## src/rtl/ether_rx_parser_if.sv

```systemverilog
// Byte-stream and FIFO-write bundle between the MAC RX path, the parser and
// the two RX FIFOs. The parser holds the master view.
interface ether_rx_parser_if;
    // Handshake semantics: the MAC side has no back-pressure. A byte on RXdata
    // is consumed on every cycle RXdataValid is high, and RXgoodFrame /
    // RXbadFrame are single-cycle end-of-frame pulses. The FIFO side is
    // strobe-only: rxFifoIn/rfFifoIn are written on each cycle their write
    // enable is high. The parser never writes a data byte in a cycle where
    // rxFifoFull was seen high. rfFifoFull is checked once, at header accept,
    // which reserves room for that frame's info word.
    logic [7:0]  RXdata;
    logic        RXdataValid;
    logic        RXgoodFrame;
    logic        RXbadFrame;
    logic [7:0]  rxFifoIn;
    logic        rxWrEn;
    logic        rxFifoFull;
    logic [11:0] rfFifoIn;
    logic        rfWrEn;
    logic        rfFifoFull;

    modport master (
        input  RXdata, RXdataValid, RXgoodFrame, RXbadFrame, rxFifoFull, rfFifoFull,
        output rxFifoIn, rxWrEn, rfFifoIn, rfWrEn
    );

    modport slave (
        output RXdata, RXdataValid, RXgoodFrame, RXbadFrame, rxFifoFull, rfFifoFull,
        input  rxFifoIn, rxWrEn, rfFifoIn, rfWrEn
    );
endinterface

```

## src/rtl/ether_rx_parser.sv

```systemverilog
// Ethernet RX framer. It strips the 14-byte header (dst, src, EtherType),
// forwards payload bytes to the RX data FIFO, and pushes one {drop, len}
// info word per accepted frame. Header fields of good frames are published
// with a frameInfoLoad pulse so the transmitter can address its reply.
module ether_rx_parser #(
    parameter logic [15:0] ETHER_TYPE = 16'h88B5,
    parameter logic [10:0] MAX_LEN    = 11'd1500
) (
    input  logic              ethRXclock,
    input  logic              reset,
    input  logic [47:0]       myMacAddr,
    ether_rx_parser_if.master bus,
    output logic              frameInfoLoad,
    output logic [47:0]       srcMacAddr,
    output logic [47:0]       dstMacAddr,
    output logic [15:0]       etherType,
    output logic [15:0]       frameCount,
    output logic [15:0]       dropCount,
    output logic [2:0]        parse_state
);
    typedef enum logic [2:0] {
        R_IDLE = 3'd0,
        R_DST  = 3'd1,
        R_SRC  = 3'd2,
        R_TYPE = 3'd3,
        R_DATA = 3'd4,
        R_DROP = 3'd5,
        R_DONE = 3'd6
    } state_t;

    state_t      state;
    logic        valid_d;    // resets high so a frame running at reset release is skipped
    logic [3:0]  hdr_idx;    // index of the next header byte, 0..13
    logic [47:0] dst_sh;
    logic [47:0] src_sh;
    logic [15:0] type_sh;
    logic [10:0] len;
    logic        ovf;
    logic        bad;
    logic        from_data;  // frame ended from R_DATA, so an info word is owed
    logic        rise;
    logic        status;
    logic        accept;
    logic        drop;
    logic [15:0] type_full;

    assign parse_state = state;

    // Frame start, end-of-frame status and header verdict from the live inputs
    always_comb begin
        rise      = bus.RXdataValid & ~valid_d;
        status    = bus.RXgoodFrame | bus.RXbadFrame;
        type_full = {type_sh[7:0], bus.RXdata};
        accept    = ((dst_sh == myMacAddr) || (dst_sh == 48'hFFFF_FFFF_FFFF))
                    && (type_full == ETHER_TYPE) && !bus.rfFifoFull;
        drop      = bad | ovf | (len == 11'd0);
    end

    // Parser FSM with all outputs registered
    always_ff @(posedge ethRXclock or posedge reset) begin
        if (reset) begin
            state         <= R_IDLE;
            valid_d       <= 1'b1;
            hdr_idx       <= '0;
            dst_sh        <= '0;
            src_sh        <= '0;
            type_sh       <= '0;
            len           <= '0;
            ovf           <= 1'b0;
            bad           <= 1'b0;
            from_data     <= 1'b0;
            bus.rxFifoIn  <= '0;
            bus.rxWrEn    <= 1'b0;
            bus.rfFifoIn  <= '0;
            bus.rfWrEn    <= 1'b0;
            frameInfoLoad <= 1'b0;
            srcMacAddr    <= '0;
            dstMacAddr    <= '0;
            etherType     <= '0;
            frameCount    <= '0;
            dropCount     <= '0;
        end else begin
            valid_d       <= bus.RXdataValid;
            bus.rxWrEn    <= 1'b0;
            bus.rfWrEn    <= 1'b0;
            frameInfoLoad <= 1'b0;
            case (state)
                R_IDLE, R_DONE: begin
                    if (state == R_DONE) begin
                        if (from_data) begin
                            bus.rfWrEn   <= 1'b1;
                            bus.rfFifoIn <= {drop, len};
                            if (!drop) begin
                                frameInfoLoad <= 1'b1;
                                srcMacAddr    <= src_sh;
                                dstMacAddr    <= dst_sh;
                                etherType     <= type_sh;
                                if (frameCount != 16'hFFFF) frameCount <= frameCount + 16'd1;
                            end else if (dropCount != 16'hFFFF) begin
                                dropCount <= dropCount + 16'd1;
                            end
                        end else if (dropCount != 16'hFFFF) begin
                            dropCount <= dropCount + 16'd1;
                        end
                    end
                    // A new frame may start in R_DONE; its first byte is dst[47:40]
                    if (rise) begin
                        dst_sh  <= {dst_sh[39:0], bus.RXdata};
                        hdr_idx <= 4'd1;
                        len     <= '0;
                        ovf     <= 1'b0;
                        bad     <= 1'b0;
                        state   <= R_DST;
                    end else begin
                        state <= R_IDLE;
                    end
                end
                R_DST, R_SRC, R_TYPE: begin
                    if (status) begin
                        // Runt: handled exactly like a dropped frame
                        from_data <= 1'b0;
                        state     <= R_DONE;
                    end else if (bus.RXdataValid) begin
                        hdr_idx <= hdr_idx + 4'd1;
                        if (state == R_DST)      dst_sh  <= {dst_sh[39:0], bus.RXdata};
                        else if (state == R_SRC) src_sh  <= {src_sh[39:0], bus.RXdata};
                        else                     type_sh <= type_full;
                        if (hdr_idx == 4'd5)       state <= R_SRC;
                        else if (hdr_idx == 4'd11) state <= R_TYPE;
                        else if (hdr_idx == 4'd13) state <= accept ? R_DATA : R_DROP;
                    end
                end
                R_DATA: begin
                    if (bus.RXdataValid && !ovf) begin
                        if ((len < MAX_LEN) && !bus.rxFifoFull) begin
                            bus.rxWrEn   <= 1'b1;
                            bus.rxFifoIn <= bus.RXdata;
                            len          <= len + 11'd1;
                        end else begin
                            ovf <= 1'b1;
                        end
                    end
                    if (status) begin
                        // Simultaneous good and bad counts as bad
                        bad       <= bus.RXbadFrame;
                        from_data <= 1'b1;
                        state     <= R_DONE;
                    end
                end
                R_DROP: begin
                    if (status) begin
                        from_data <= 1'b0;
                        state     <= R_DONE;
                    end
                end
                default: state <= R_IDLE;
            endcase
        end
    end
endmodule

```

## src/flat_wrapper.sv

```systemverilog
// flat-port wrapper written by rule: the top's interface ports become plain ports
module ether_rx_parser_flat 
#(
    parameter logic [15:0] ETHER_TYPE = 16'h88B5,
    parameter logic [10:0] MAX_LEN    = 11'd1500
)
  (ethRXclock, reset, myMacAddr, frameInfoLoad, srcMacAddr, dstMacAddr, etherType, frameCount, dropCount, parse_state, bus_RXdata, bus_RXdataValid, bus_RXgoodFrame, bus_RXbadFrame, bus_rxFifoFull, bus_rfFifoFull, bus_rxFifoIn, bus_rxWrEn, bus_rfFifoIn, bus_rfWrEn);
  ether_rx_parser_if bus_i ();
  input  logic ethRXclock;
  input  logic reset;
  input  logic [47:0] myMacAddr;
  output logic frameInfoLoad;
  output logic [47:0] srcMacAddr;
  output logic [47:0] dstMacAddr;
  output logic [15:0] etherType;
  output logic [15:0] frameCount;
  output logic [15:0] dropCount;
  output logic [2:0] parse_state;
  input wire logic [$bits(bus_i.RXdata)-1:0] bus_RXdata;
  input wire logic [$bits(bus_i.RXdataValid)-1:0] bus_RXdataValid;
  input wire logic [$bits(bus_i.RXgoodFrame)-1:0] bus_RXgoodFrame;
  input wire logic [$bits(bus_i.RXbadFrame)-1:0] bus_RXbadFrame;
  input wire logic [$bits(bus_i.rxFifoFull)-1:0] bus_rxFifoFull;
  input wire logic [$bits(bus_i.rfFifoFull)-1:0] bus_rfFifoFull;
  output wire logic [$bits(bus_i.rxFifoIn)-1:0] bus_rxFifoIn;
  output wire logic [$bits(bus_i.rxWrEn)-1:0] bus_rxWrEn;
  output wire logic [$bits(bus_i.rfFifoIn)-1:0] bus_rfFifoIn;
  output wire logic [$bits(bus_i.rfWrEn)-1:0] bus_rfWrEn;
  assign bus_i.RXdata = bus_RXdata;
  assign bus_i.RXdataValid = bus_RXdataValid;
  assign bus_i.RXgoodFrame = bus_RXgoodFrame;
  assign bus_i.RXbadFrame = bus_RXbadFrame;
  assign bus_i.rxFifoFull = bus_rxFifoFull;
  assign bus_i.rfFifoFull = bus_rfFifoFull;
  assign bus_rxFifoIn = bus_i.rxFifoIn;
  assign bus_rxWrEn = bus_i.rxWrEn;
  assign bus_rfFifoIn = bus_i.rfFifoIn;
  assign bus_rfWrEn = bus_i.rfWrEn;
  ether_rx_parser #(.ETHER_TYPE(ETHER_TYPE), .MAX_LEN(MAX_LEN)) u_core (.ethRXclock(ethRXclock), .reset(reset), .myMacAddr(myMacAddr), .bus(bus_i), .frameInfoLoad(frameInfoLoad), .srcMacAddr(srcMacAddr), .dstMacAddr(dstMacAddr), .etherType(etherType), .frameCount(frameCount), .dropCount(dropCount), .parse_state(parse_state));
endmodule
```

## config.mk

```make
export PLATFORM = sky130hd
export DESIGN_NAME = ether_rx_parser_flat
export DESIGN_NICKNAME = d
export VERILOG_FILES = /design/src/rtl/ether_rx_parser_if.sv /design/src/rtl/ether_rx_parser.sv /design/src/flat_wrapper.sv
export SDC_FILE = /design/constraint.sdc
export NUM_CORES = 1
export LEC_CHECK = 0
export ABC_AREA = 0
export CORE_UTILIZATION = 40
export CTS_BUF_LIST = sky130_fd_sc_hd__clkbuf_8
export CTS_CLUSTER_SIZE = 20
export DETAILED_ROUTE_END_ITERATION = 8
export GPL_TIMING_DRIVEN = 0
export PLACE_DENSITY = 0.73
export SLEW_MARGIN = 15
export SYNTH_ARGS = -nofsm -noshare
export SYNTH_HDL_FRONTEND = slang
export SYNTH_SLANG_ARGS = --single-unit
export TNS_END_PERCENT = 50
```

## constraint.sdc

```tcl
create_clock -name ethRXclock -period 10.5 [get_ports ethRXclock]
set_input_delay 2.625 -clock ethRXclock [delete_from_list [all_inputs] [get_ports ethRXclock]]
set_output_delay 2.625 -clock ethRXclock [all_outputs]
set_load 0.05 [all_outputs]
```

==> results.ini <==
[logic_synthesis]
synthCells=897
synth_simple_gate_area_share=0.0759
syn_nets=966
synthFlopType=dfrtp_1
synth_area_leaders=dfrtp_1 (59%), mux2_2 (17%), xnor2_1 (5.3%)
ys_types=56
ys_seq_area_frac=0.595
yosysTopAreaCellShare=0.593
synth_edf_count=0
synth_compound_area_frac=0.0239
syn_avg_cell_area_um2=14.1
synthMuxAreaShare=0.221
yosys.area.top_type=dfrtp_1
synth-seq-cells=301
synth_fa_ha_area_frac=0.00593
synth-async-reset-ratio=1.00
synth-xor-area-share=0.0575
syn-cell-area_um2=12700
ys_warn_count=0
synth_top_family_by_area=multiplexers

[detailed_routing]
via_per_inst=5.15
vias=8328
drc=13
drt_wl_total_mm=30.9
first_pass_iters=9
ant_nets=0
drt_iter0_drc=413
wl_per_cell_um=19.1

[clock_network]
clock-sinks=301
cts_tree=yes
cts_max_level=2
path_clk_slew_ns=0.06
cts_resized=0
cts_root_buf=clkbuf_8
cts.path.max_buffers=3
cts-hold-fix-buffers=0
clk_latency_ns=0.57
cts_buffers=50
cts_setup_buffers=0

[floorplanning]
initial_core_util=0.410
die_h_um=180
coreArea_um2=30800
ios=233
placement_rows=64
die_x_um=180
dieArea_um2=32300

[grt]
grt.total_usage=0.195
grt_util_met3=0.0515
grt_busiest_layer=met2
grt_max_degree=37
grt_use_met2=0.313
overflow=0
grt_pass1_wl_mm=49.6
use_met1=0.257
first_global_vias=8623
antenna_found_initial=2

[placed_design]
pre_cts_slack_ns=5.39
io_buffers=232
place.gp.congestion=0.825
place_hpwl_mm=22.8

[setup_path]
ff2ff_path_depth=7
cpPeakStageDelay_ns=0.91
slowest_stage=clkdlybuf4s50_1
worst_setup_path_end_kind=primary output
critPathLaunchType=register
worstSetupPathType=reg -> out
path_cells=clkdlybuf4s50_1
crit_buf_inv=1
path_depth=1
path_delay_family=buffers and inverters
critPathMaxFanout=5
crit_required_ns=7.88
arrival_ns=1.95

[layout]
final_common_cell=dfrtp_1
area_growth_pct=31.5
final.fill_count=2587
final_util=0.540
drive_gt1_frac=0.250
multi_input_area_um2=4870
nets=1260
seq_area_um2=7530
diodes=0
final_cell_mix=dfrtp_1 (300), clkdlybuf4s50_1 (232), mux2_2 (188)

[power]
power_density_nw_per_um2=261
power.leakage_nw=7.58
peakVddDrop_uv=170

[sta]
relSlewSlack=0.552
worst_slew_pin_slew_ns=0.673
min_period_ns=4.57
tns_ns=0
hold_viol_final=0
setup_viol=0
hold_slack_ns=0.484
rsz0062_at_grt=no
period_share=0.436
setup_slack_ns=5.93
clock_skew_ns=0.0177
fmax_mhz=219
drv_slew=0

[min_path]
hp-class=reg -> reg
holdPathStages=1

[run_status]
failed_checks=design-rule violations
status=complete, but fails checks

[flow_run]
cap_violations=0

[kinds of logic after synthesis]
logic type / count (synthesis)
AOI/OAI and AO/OA: 43
xor gates and xnor gates: 83
adders and majority gates: 6
DFF: 301
and+or+nand+nor: 169
muxes: 249
buffers and inverters: 46
[sequential cells by signal, summed over array words and instances, names as in the netlist, 3 cells and up]
register / flops
u_core.len: 11
u_core.bus.rxFifoIn: 8
u_core.src_sh: 48
u_core.bus.rfFifoIn: 12
u_core.frameCount: 16
u_core.dst_sh: 48
u_core.parse_state: 3
u_core.hdr_idx: 4
u_core.type_sh: 16
u_core.srcMacAddr: 48
u_core.dropCount: 16
u_core.etherType: 16
u_core.dstMacAddr: 48
[through the flow]
stage               std cells  power, mW  cell area, um2
finish                   1618       4.35           16600
global route             1618       4.56           16600
CTS                      1618       4.39           16600
detailed placement       1535       3.38           15700
global placement         1525       3.33           15500
floorplan                 897       2.78           12700
[metal layers]
metal / wire, um / up-vias
li1: - / 3820
met1: 13700 / 4217
met2: 14600 / 242
met3: 1990 / 49
met4: 656 / 0
met5: 0 / -
[layout make-up]
cell class,count,area share
plain buffers,33,0.0122
clock inverters,19,0.00526
well taps,396,0.0298
clock buffers,64,0.0529
flip-flops and latches,301,0.453
inverters,13,0.00316
repair buffers,242,0.152
multi-input cells,550,0.292
[synthesized netlist by cell type, types with 8 or more instances]
| cell type | count |
|---|---|
| and3_1 | 9 |
| nand4_1 | 37 |
| inv_1 | 12 |
| o21ai_0 | 13 |
| xnor2_1 | 76 |
| nand2_1 | 30 |
| nor2_1 | 18 |
| buf_2 | 15 |
| nor4_1 | 12 |
| nand3_1 | 21 |
| mux2_2 | 188 |
| dfrtp_1 | 300 |
| clkbuf_1 | 8 |
| nor3_1 | 8 |
| mux2_1 | 59 |
[report_power, final]
| part | switching, mW | internal (mW) | leakage (nW) | total (mW) |
|---|---|---|---|---|
| clock | 0.455 | 0.542 | 0.551 | 0.997 |
| sequential | 0.341 | 1.47 | 4.02 | 1.81 |
| combinational | 0.886 | 0.657 | 3.00 | 1.54 |
| total | 1.68 | 2.67 | 7.58 | 4.35 |
[worst paths after layout]
check / startpoint / to / slack [ns]
setup reg to reg: u_core.len[0]$_DFFE_PP0P_ / u_core.dstMacAddr[38]$_DFFE_PP0P_ / 8.12
hold reg to reg: u_core.type_sh[8]$_DFFE_PP0P_ / u_core.etherType[8]$_DFFE_PP0P_ / 0.48
hold / removal: u_core.type_sh[8]$_DFFE_PP0P_ / u_core.etherType[8]$_DFFE_PP0P_ / 0.48
max in group asynchronous: reset / u_core.valid_d$_DFF_PP1_ / 6.77
setup / recovery: u_core.parse_state[1]$_DFFE_PP0P_ / parse_state[1] / 5.93
min in group asynchronous: reset / u_core.srcMacAddr[34]$_DFFE_PP0P_ / 2.47
No activity file was read; power rests on OpenSTA's default activity.
